[config.mk]
export PLATFORM = sky130hd
export DESIGN_NAME = debugger_arg_collector_flat
export DESIGN_NICKNAME = d
export VERILOG_FILES = /design/src/rtl/debugger_arg_collector_if.sv /design/src/rtl/debugger_arg_collector.sv /design/src/flat_wrapper.sv
export SDC_FILE = /design/constraint.sdc
export NUM_CORES = 1
export LEC_CHECK = 0
export ABC_AREA = 1
export BUFFER_PORTS_ARGS = -buffer_cell sky130_fd_sc_hd__buf_2
export CORE_MARGIN = 10
export CORE_UTILIZATION = 25
export CTS_BUF_LIST = sky130_fd_sc_hd__clkbuf_16
export CTS_CLUSTER_DIAMETER = 50
export CTS_CLUSTER_SIZE = 30
export DETAILED_ROUTE_END_ITERATION = 10
export PLACE_DENSITY_LB_ADDON = 0.08
export SETUP_SLACK_MARGIN = 0.4
export SLEW_MARGIN = 20
export SYNTH_ARGS = -nofsm -noshare
export SYNTH_HDL_FRONTEND = slang
export SYNTH_SLANG_ARGS = --single-unit
[constraint.sdc]
create_clock -name clk_i -period 2.1 [get_ports clk_i]
set_input_delay 0.42 -clock clk_i [delete_from_list [all_inputs] [get_ports clk_i]]
set_output_delay 0.42 -clock clk_i [all_outputs]
set_load 0.1 [all_outputs]
[src/rtl/debugger_arg_collector_if.sv]
// debugger_arg_collector_if
//   Bundles the two four-phase handshakes around the argument collector.
//   The dispatcher side carries the request, line bounds and results
//   (req_n/start/length in, ack_n/argc/argv/error out). The converter side
//   carries hex_req_n/hex_start to a hex converter and hex_ack_n/hex_value/
//   hex_index back.
//   modport slave  : the collector's view.
//   modport master : the environment's view (dispatcher plus converter).
interface debugger_arg_collector_if #(
  parameter int COUNT    = 64,
  parameter int MAX_ARGS = 4
);
  localparam int IW = $clog2(COUNT + 1) + 1;
  localparam int AW = $clog2(MAX_ARGS + 1);

  // Dispatcher side
  logic                         req_n;
  logic [IW-1:0]                start;
  logic [IW-1:0]                length;
  logic                         ack_n;
  logic [AW-1:0]                argc;
  logic [MAX_ARGS-1:0][31:0]    argv;
  logic                         error;

  // Converter side
  logic                         hex_req_n;
  logic [IW-1:0]                hex_start;
  logic                         hex_ack_n;
  logic [31:0]                  hex_value;
  logic [IW-1:0]                hex_index;

  modport slave (
    input  req_n, start, length, hex_ack_n, hex_value, hex_index,
    output ack_n, argc, argv, error, hex_req_n, hex_start
  );

  modport master (
    output req_n, start, length, hex_ack_n, hex_value, hex_index,
    input  ack_n, argc, argv, error, hex_req_n, hex_start
  );
endinterface

[src/rtl/debugger_arg_collector.sv]
// debugger_arg_collector
//   Walks one command line by running a hex converter repeatedly, storing
//   each returned value into the next argument slot. The converter reports
//   where its token ended; that index becomes the start of the next token.
//   Ports:
//     clk_i  : single clock, rising edge
//     rst_i  : synchronous, active-high reset
//     bus_if : dispatcher handshake + results, converter handshake
//   Every output is driven straight from a register.
module debugger_arg_collector #(
  parameter int COUNT    = 64,
  parameter int MAX_ARGS = 4,
  parameter int TIMEOUT  = 255
) (
  input  logic                     clk_i,
  input  logic                     rst_i,
  debugger_arg_collector_if.slave  bus_if
);
  localparam int IW = $clog2(COUNT + 1) + 1;
  localparam int AW = $clog2(MAX_ARGS + 1);
  localparam int TW = (TIMEOUT < 1) ? 1 : $clog2(TIMEOUT + 1);

  typedef enum logic [2:0] {
    S_IDLE, S_ISSUE, S_RELEASE, S_STORE, S_DONE, S_DRAIN
  } state_t;

  state_t        state_q, state_d;
  logic          ack_n_q, ack_n_d;
  logic          hex_req_n_q, hex_req_n_d;
  logic [IW-1:0] hex_start_q, hex_start_d;
  logic [AW-1:0] argc_q, argc_d;
  logic          error_q, error_d;
  logic [IW-1:0] cursor_q, cursor_d;
  logic [TW-1:0] timer_q, timer_d;

  logic          argv_clear;
  logic          argv_store;

  // Decision terms shared by the next-state and output logic
  logic start_empty, no_progress, at_end, slots_full, timed_out;

  always_comb begin
    start_empty = (bus_if.start >= bus_if.length) || (bus_if.start >= IW'(COUNT));
    // A converter that does not advance would loop forever on the same text
    no_progress = (bus_if.hex_index <= cursor_q);
    at_end      = (bus_if.hex_index >= bus_if.length) || (bus_if.hex_index >= IW'(COUNT));
    slots_full  = (argc_q == AW'(MAX_ARGS - 1));
    timed_out   = (timer_q == TW'(TIMEOUT));
  end

  // State register and all datapath registers
  always_ff @(posedge clk_i) begin
    if (rst_i) begin
      state_q     <= S_IDLE;
      ack_n_q     <= 1'b1;
      hex_req_n_q <= 1'b1;
      hex_start_q <= '0;
      argc_q      <= '0;
      error_q     <= 1'b0;
      cursor_q    <= '0;
      timer_q     <= '0;
    end else begin
      state_q     <= state_d;
      ack_n_q     <= ack_n_d;
      hex_req_n_q <= hex_req_n_d;
      hex_start_q <= hex_start_d;
      argc_q      <= argc_d;
      error_q     <= error_d;
      cursor_q    <= cursor_d;
      timer_q     <= timer_d;
    end
  end

  // Next-state logic
  always_comb begin
    state_d = state_q;
    case (state_q)
      S_IDLE: begin
        if (!bus_if.req_n) state_d = start_empty ? S_DONE : S_ISSUE;
      end
      S_ISSUE: begin
        if (!bus_if.hex_ack_n) state_d = S_RELEASE;
        else if (timed_out)    state_d = S_DRAIN;
      end
      S_RELEASE: begin
        if (bus_if.hex_ack_n)  state_d = S_STORE;
        else if (timed_out)    state_d = S_DRAIN;
      end
      S_STORE: begin
        if (no_progress || at_end || slots_full) state_d = S_DONE;
        else                                     state_d = S_ISSUE;
      end
      S_DONE: begin
        if (bus_if.req_n) state_d = S_IDLE;
      end
      S_DRAIN: begin
        // The converter must finish its own handshake before we report done
        if (bus_if.hex_ack_n) state_d = S_DONE;
      end
      default: state_d = S_IDLE;
    endcase
  end

  // Output / datapath next-value logic
  always_comb begin
    ack_n_d     = ack_n_q;
    hex_req_n_d = hex_req_n_q;
    hex_start_d = hex_start_q;
    argc_d      = argc_q;
    error_d     = error_q;
    cursor_d    = cursor_q;
    argv_clear  = 1'b0;
    argv_store  = 1'b0;

    case (state_q)
      S_IDLE: begin
        if (!bus_if.req_n) begin
          ack_n_d    = 1'b0;
          argc_d     = '0;
          argv_clear = 1'b1;
          error_d    = 1'b0;
          cursor_d   = bus_if.start;
        end
      end
      S_ISSUE: begin
        hex_req_n_d = 1'b0;
        hex_start_d = cursor_q;
        if (bus_if.hex_ack_n && timed_out) begin
          hex_req_n_d = 1'b1;
          error_d     = 1'b1;
        end
      end
      S_RELEASE: begin
        hex_req_n_d = 1'b1;
        if (!bus_if.hex_ack_n && timed_out) error_d = 1'b1;
      end
      S_STORE: begin
        argv_store = 1'b1;
        argc_d     = argc_q + AW'(1);
        cursor_d   = bus_if.hex_index;
        // Reaching the end of the line with full slots is not an overflow
        if (no_progress || (!at_end && slots_full)) error_d = 1'b1;
      end
      S_DONE: begin
        if (bus_if.req_n) ack_n_d = 1'b1;
      end
      default: ;
    endcase

    // Timer restarts on every state change so each handshake phase gets
    // its own budget
    if ((state_d != state_q) || !((state_q == S_ISSUE) || (state_q == S_RELEASE)))
      timer_d = '0;
    else
      timer_d = timer_q + TW'(1);
  end

  // One register per argument slot, written only when it is the current slot
  for (genvar gi = 0; gi < MAX_ARGS; gi++) begin : g_slot
    logic [31:0] argv_q;

    always_ff @(posedge clk_i) begin
      if (rst_i || argv_clear)
        argv_q <= '0;
      else if (argv_store && (argc_q == AW'(gi)))
        argv_q <= bus_if.hex_value;
    end

    assign bus_if.argv[gi] = argv_q;
  end

  assign bus_if.ack_n     = ack_n_q;
  assign bus_if.argc      = argc_q;
  assign bus_if.error     = error_q;
  assign bus_if.hex_req_n = hex_req_n_q;
  assign bus_if.hex_start = hex_start_q;
endmodule

[src/flat_wrapper.sv]
// flat-port wrapper written by rule: the top's interface ports become plain ports
module debugger_arg_collector_flat 
#(
  parameter int COUNT    = 64,
  parameter int MAX_ARGS = 4,
  parameter int TIMEOUT  = 255
)
  (clk_i, rst_i, bus_if_req_n, bus_if_start, bus_if_length, bus_if_hex_ack_n, bus_if_hex_value, bus_if_hex_index, bus_if_ack_n, bus_if_argc, bus_if_argv, bus_if_error, bus_if_hex_req_n, bus_if_hex_start);
  debugger_arg_collector_if #(.COUNT(COUNT), .MAX_ARGS(MAX_ARGS)) bus_if_i ();
  input  logic clk_i;
  input  logic rst_i;
  input wire logic [$bits(bus_if_i.req_n)-1:0] bus_if_req_n;
  input wire logic [$bits(bus_if_i.start)-1:0] bus_if_start;
  input wire logic [$bits(bus_if_i.length)-1:0] bus_if_length;
  input wire logic [$bits(bus_if_i.hex_ack_n)-1:0] bus_if_hex_ack_n;
  input wire logic [$bits(bus_if_i.hex_value)-1:0] bus_if_hex_value;
  input wire logic [$bits(bus_if_i.hex_index)-1:0] bus_if_hex_index;
  output wire logic [$bits(bus_if_i.ack_n)-1:0] bus_if_ack_n;
  output wire logic [$bits(bus_if_i.argc)-1:0] bus_if_argc;
  output wire logic [$bits(bus_if_i.argv)-1:0] bus_if_argv;
  output wire logic [$bits(bus_if_i.error)-1:0] bus_if_error;
  output wire logic [$bits(bus_if_i.hex_req_n)-1:0] bus_if_hex_req_n;
  output wire logic [$bits(bus_if_i.hex_start)-1:0] bus_if_hex_start;
  assign bus_if_i.req_n = bus_if_req_n;
  assign bus_if_i.start = bus_if_start;
  assign bus_if_i.length = bus_if_length;
  assign bus_if_i.hex_ack_n = bus_if_hex_ack_n;
  assign bus_if_i.hex_value = bus_if_hex_value;
  assign bus_if_i.hex_index = bus_if_hex_index;
  assign bus_if_ack_n = bus_if_i.ack_n;
  assign bus_if_argc = bus_if_i.argc;
  assign bus_if_argv = bus_if_i.argv;
  assign bus_if_error = bus_if_i.error;
  assign bus_if_hex_req_n = bus_if_i.hex_req_n;
  assign bus_if_hex_start = bus_if_i.hex_start;
  debugger_arg_collector #(.COUNT(COUNT), .MAX_ARGS(MAX_ARGS), .TIMEOUT(TIMEOUT)) u_core (.clk_i(clk_i), .rst_i(rst_i), .bus_if(bus_if_i));
endmodule
==> results.ini <==
[critical_path]
critPathLaunchType=flop
path_depth=14
cp_cell_sequence=inv_2 -> ha_4 -> nand2_2 -> nand2_1 -> nand2_1 -> nand2_1 -> nand2_1 -> nand2_2 -> nand2_2 -> o21bai_1 -> nand3_1 -> a21oi_2 -> nand2_4 -> nor2_2
endpoint_kind=flop
critical_path_class=flop to flop
slowest_delay_ns=0.33
path_common_cell=nand2_1
reg2regPathDepth=14
reg2reg_from=u_core.cursor_q[1]
crit_buf_inv=1
critPathLaunch=u_core.cursor_q[1]
crit_end=u_core.timer_q[5]
cp.required_ns=2.46
rrSetupSlack_ns=0.35
critPathSlowestCell=dfxtp_2
cp_max_fo=8
crit_family=simple AND/OR/NAND/NOR gates
arrival_ns=2.12
r2r-end=u_core.timer_q[5]

[clocking]
numCtsBuffers=17
cts_tree=built
worstSkewPairLatency_ns=0.42
clkSinkCount=161
root_buffer=clkbuf_16
htree_levels=4
clk_pin_slew_worst_paths_ns=0.07
clk_path_buf_depth=2

[logic_synthesis]
synth.most_common_cell=nand2_1
synthDistinctLibCells=31
postSynthAreaPerCell_um2=7.69
async_flop_share=0
synth_simple_gate_area_share=0.238
synth_top_area_share=0.485
synth_nets=954
ys_seq_area_frac=0.485
yosys.area.top_type=dfxtp_1
synth_edf_count=0
synthCells=864
syn_area_mm2=0.00664
ys_top_cells_by_area=dfxtp_1 49%, nand2_1 16%, a21oi_1 11%, ha_1 5.6%, nand3_1 3.3%
synth_xor_xnor_area_share=0.00791
synth_common_cells=285 x nand2_1, 161 x dfxtp_1, 149 x a21oi_1
synthAdderAreaFrac=0.0565
ys.flop_type=dfxtp_1
ys_warn_count=0
synth_top_family_by_area=simple AND/OR/NAND/NOR gates
synth_compound_area_frac=0.144
synthMuxAreaShare=0
ys_ff_latch=161

[timing]
fin_skew_ns=0.00796
fin_setup_tns_ns=0
setup_viol=0
min_period_over_period=0.834
rsz0062_at_grt=yes
finalCriticalPeriod_ns=1.75
finalHoldViolations=0
relSlewSlack=0.649
maxSlewViolCount=0
max_freq_mhz=571
worst_pin_slew_ns=0.530

[floorplanning]
die_area_mm2=0.0335
io-pin-count=202
rows=59
start_util=0.254
core-area_mm2=0.0261
die_h_um=183
die_w_um=183

[route]
routed_wl_um=25100
drt_first_pass_iters=5
wl_per_cell_um=17.6
first_iter_violations=256
routed_via_density=4.42
drc=0
antenna_left=0
vias=6309

[pwr]
vdd_drop_max_mv=0.456
power.internal_uw=5360
combPwrFrac=0.110
p_leak_uw=0.00387
p_sw_frac=0.273
clkPwrFrac=0.466
p_switching_uw=2020
p_seq_frac=0.424
power_density_mw_per_mm2=790

[cells_and_area]
drive_gt1_frac=0.332
regArea_mm2=0.00325
postLayoutCellArea_mm2=0.00934
diodes=0
area_delta_synth_final_pct=40.5
multiInputGateArea_mm2=0.00326
fillers=2859
nNetsFinal=1170

[flow_run]
max-cap-violations=0

[grt]
overflow=0
first_global_vias=6367
grt_usage=0.143
grt_max_degree=54
antenna_found_initial=0
grt_first_pass_wirelength_um=37400

[placed_design]
routabilityCongestion=0.750
place_area_mm2=0.00820
numPortBuffers=201
hpwl_um=17500

[hold_path]
hold_path.class=primary input to flop

[outcome]
status=complete, no violations

[routing by layer]
| layer | vias up | share of wire | wire (um) | track usage |
|---|---|---|---|---|
| li1 | 3261 | - | - | - |
| met1 | 2902 | 0.46 | 11500 | 0.178 |
| met2 | 133 | 0.48 | 12100 | 0.240 |
| met3 | 13 | 0.053 | 1330 | 0.0370 |
| met4 | 0 | 0.0071 | 179 | 0.0374 |
| met5 | - | 0 | 0 | 0 |
[worst register-to-register path, stage by stage (launching register included)]
cell and delay, ns:
dfxtp_2 0.33, inv_2 0.05, ha_4 0.26, nand2_2 0.04, nand2_1 0.05, nand2_1 0.05, nand2_1 0.05, nand2_1 0.06
nand2_2 0.07, nand2_2 0.05, o21bai_1 0.13, nand3_1 0.12, a21oi_2 0.19, nand2_4 0.12, nor2_2 0.12
[area by class of cell]
| class | instances | area share |
|---|---|---|
| Clock inverter | 14 | 0.0204 |
| Clock buffer | 18 | 0.0482 |
| Inverter | 55 | 0.0237 |
| Sequential cell | 161 | 0.348 |
| Tap cell | 335 | 0.0449 |
| Timing Repair Buffer | 246 | 0.166 |
| Multi-Input combinational cell | 599 | 0.349 |
[sequential cells by signal, indices dropped and copies added (netlist names)]
name / flops
u_core.bus_if.hex_start: 8
u_core.bus_if.error: 1
u_core.g_slot.argv_q: 128
u_core.state_q: 3
u_core.bus_if.argc: 3
u_core.bus_if.hex_req_n: 1
u_core.cursor_q: 8
u_core.timer_q: 8
u_core.bus_if.ack_n: 1
[logic make-up after synthesis]
family,after synthesis
adders and majority gates,30
xor gates and xnor gates,6
and+or+nand+nor,378
AOI/OAI and AO/OA,185
DFF,161
buffers and inverters,104
[power groups by stage]
stage	Sequential (uW)	Clock, uW	Combinational (uW)
after detailed placement	3190	0	705
after global routing	3130	3640	901
final	3120	3440	812
after CTS	3120	3540	766
after floorplan	3300	0	326
after global placement	3190	0	712
[what timing repair did]
action | CTS | global route
hold buffers | 0 | 0
resized for setup | 42 | 26
gates cloned | 0 | 3
setup buffers | 15 | 3
endpoints found under the setup margin | 149 | 138
pin swaps | 21 | 7
[cells in the final DEF (no fill, tap or decap), types with 3 or more instances in the layout]
| cell | count |
|---|---|
| a21oi_1 | 148 |
| a31oi_1 | 8 |
| buf_12 | 6 |
| buf_2 | 193 |
| buf_4 | 32 |
| buf_6 | 3 |
| bufinv_16 | 3 |
| clkbuf_16 | 21 |
| clkbuf_4 | 6 |
| dfxtp_1 | 148 |
| dfxtp_2 | 10 |
| dfxtp_4 | 3 |
| ha_1 | 15 |
| ha_4 | 15 |
| inv_1 | 32 |
| inv_2 | 18 |
| inv_4 | 4 |
| inv_6 | 4 |
| inv_8 | 4 |
| nand2_1 | 278 |
| nand2_2 | 7 |
| nand3_1 | 40 |
| nand3_2 | 6 |
| nand4_1 | 9 |
| nor2_1 | 17 |
| nor2_2 | 10 |
| nor2_4 | 4 |
| o21ai_0 | 18 |
| xnor2_1 | 3 |
| xor2_1 | 3 |
[metrics by stage]
step | worst slack (ns) | util | cells | hold WS, ns | power, uW
3_5_place_dp | 0.0324 | 0.314 | 1375 | 0.422 | 3890
4_1_cts | 0.347 | 0.349 | 1422 | 0.221 | 7420
6_report | 0.348 | 0.357 | 1428 | 0.236 | 7370
2_1_floorplan | 0.360 | - | 864 | 0.404 | 3630
5_1_grt | 0.172 | 0.357 | 1428 | 0.235 | 7670
3_3_place_gp | 0.0281 | 0.314 | 1375 | 0.414 | 3900
[how the worst min path moves through the flow]
stage	from	slack, ns	cells past startpoint	end
after CTS	rst_i	0.22	2	u_core.bus_if.argc[1]
after global routing	rst_i	0.24	2	u_core.bus_if.argc[1]
after floorplan	u_core.timer_q[0]	0.40	1	u_core.timer_q[0]
after global placement	u_core.timer_q[0]	0.41	1	u_core.timer_q[0]
after detailed placement	u_core.timer_q[0]	0.42	1	u_core.timer_q[0]
final	rst_i	0.24	2	u_core.bus_if.argc[1]
Note: power is estimated with default switching activity, not from simulation.
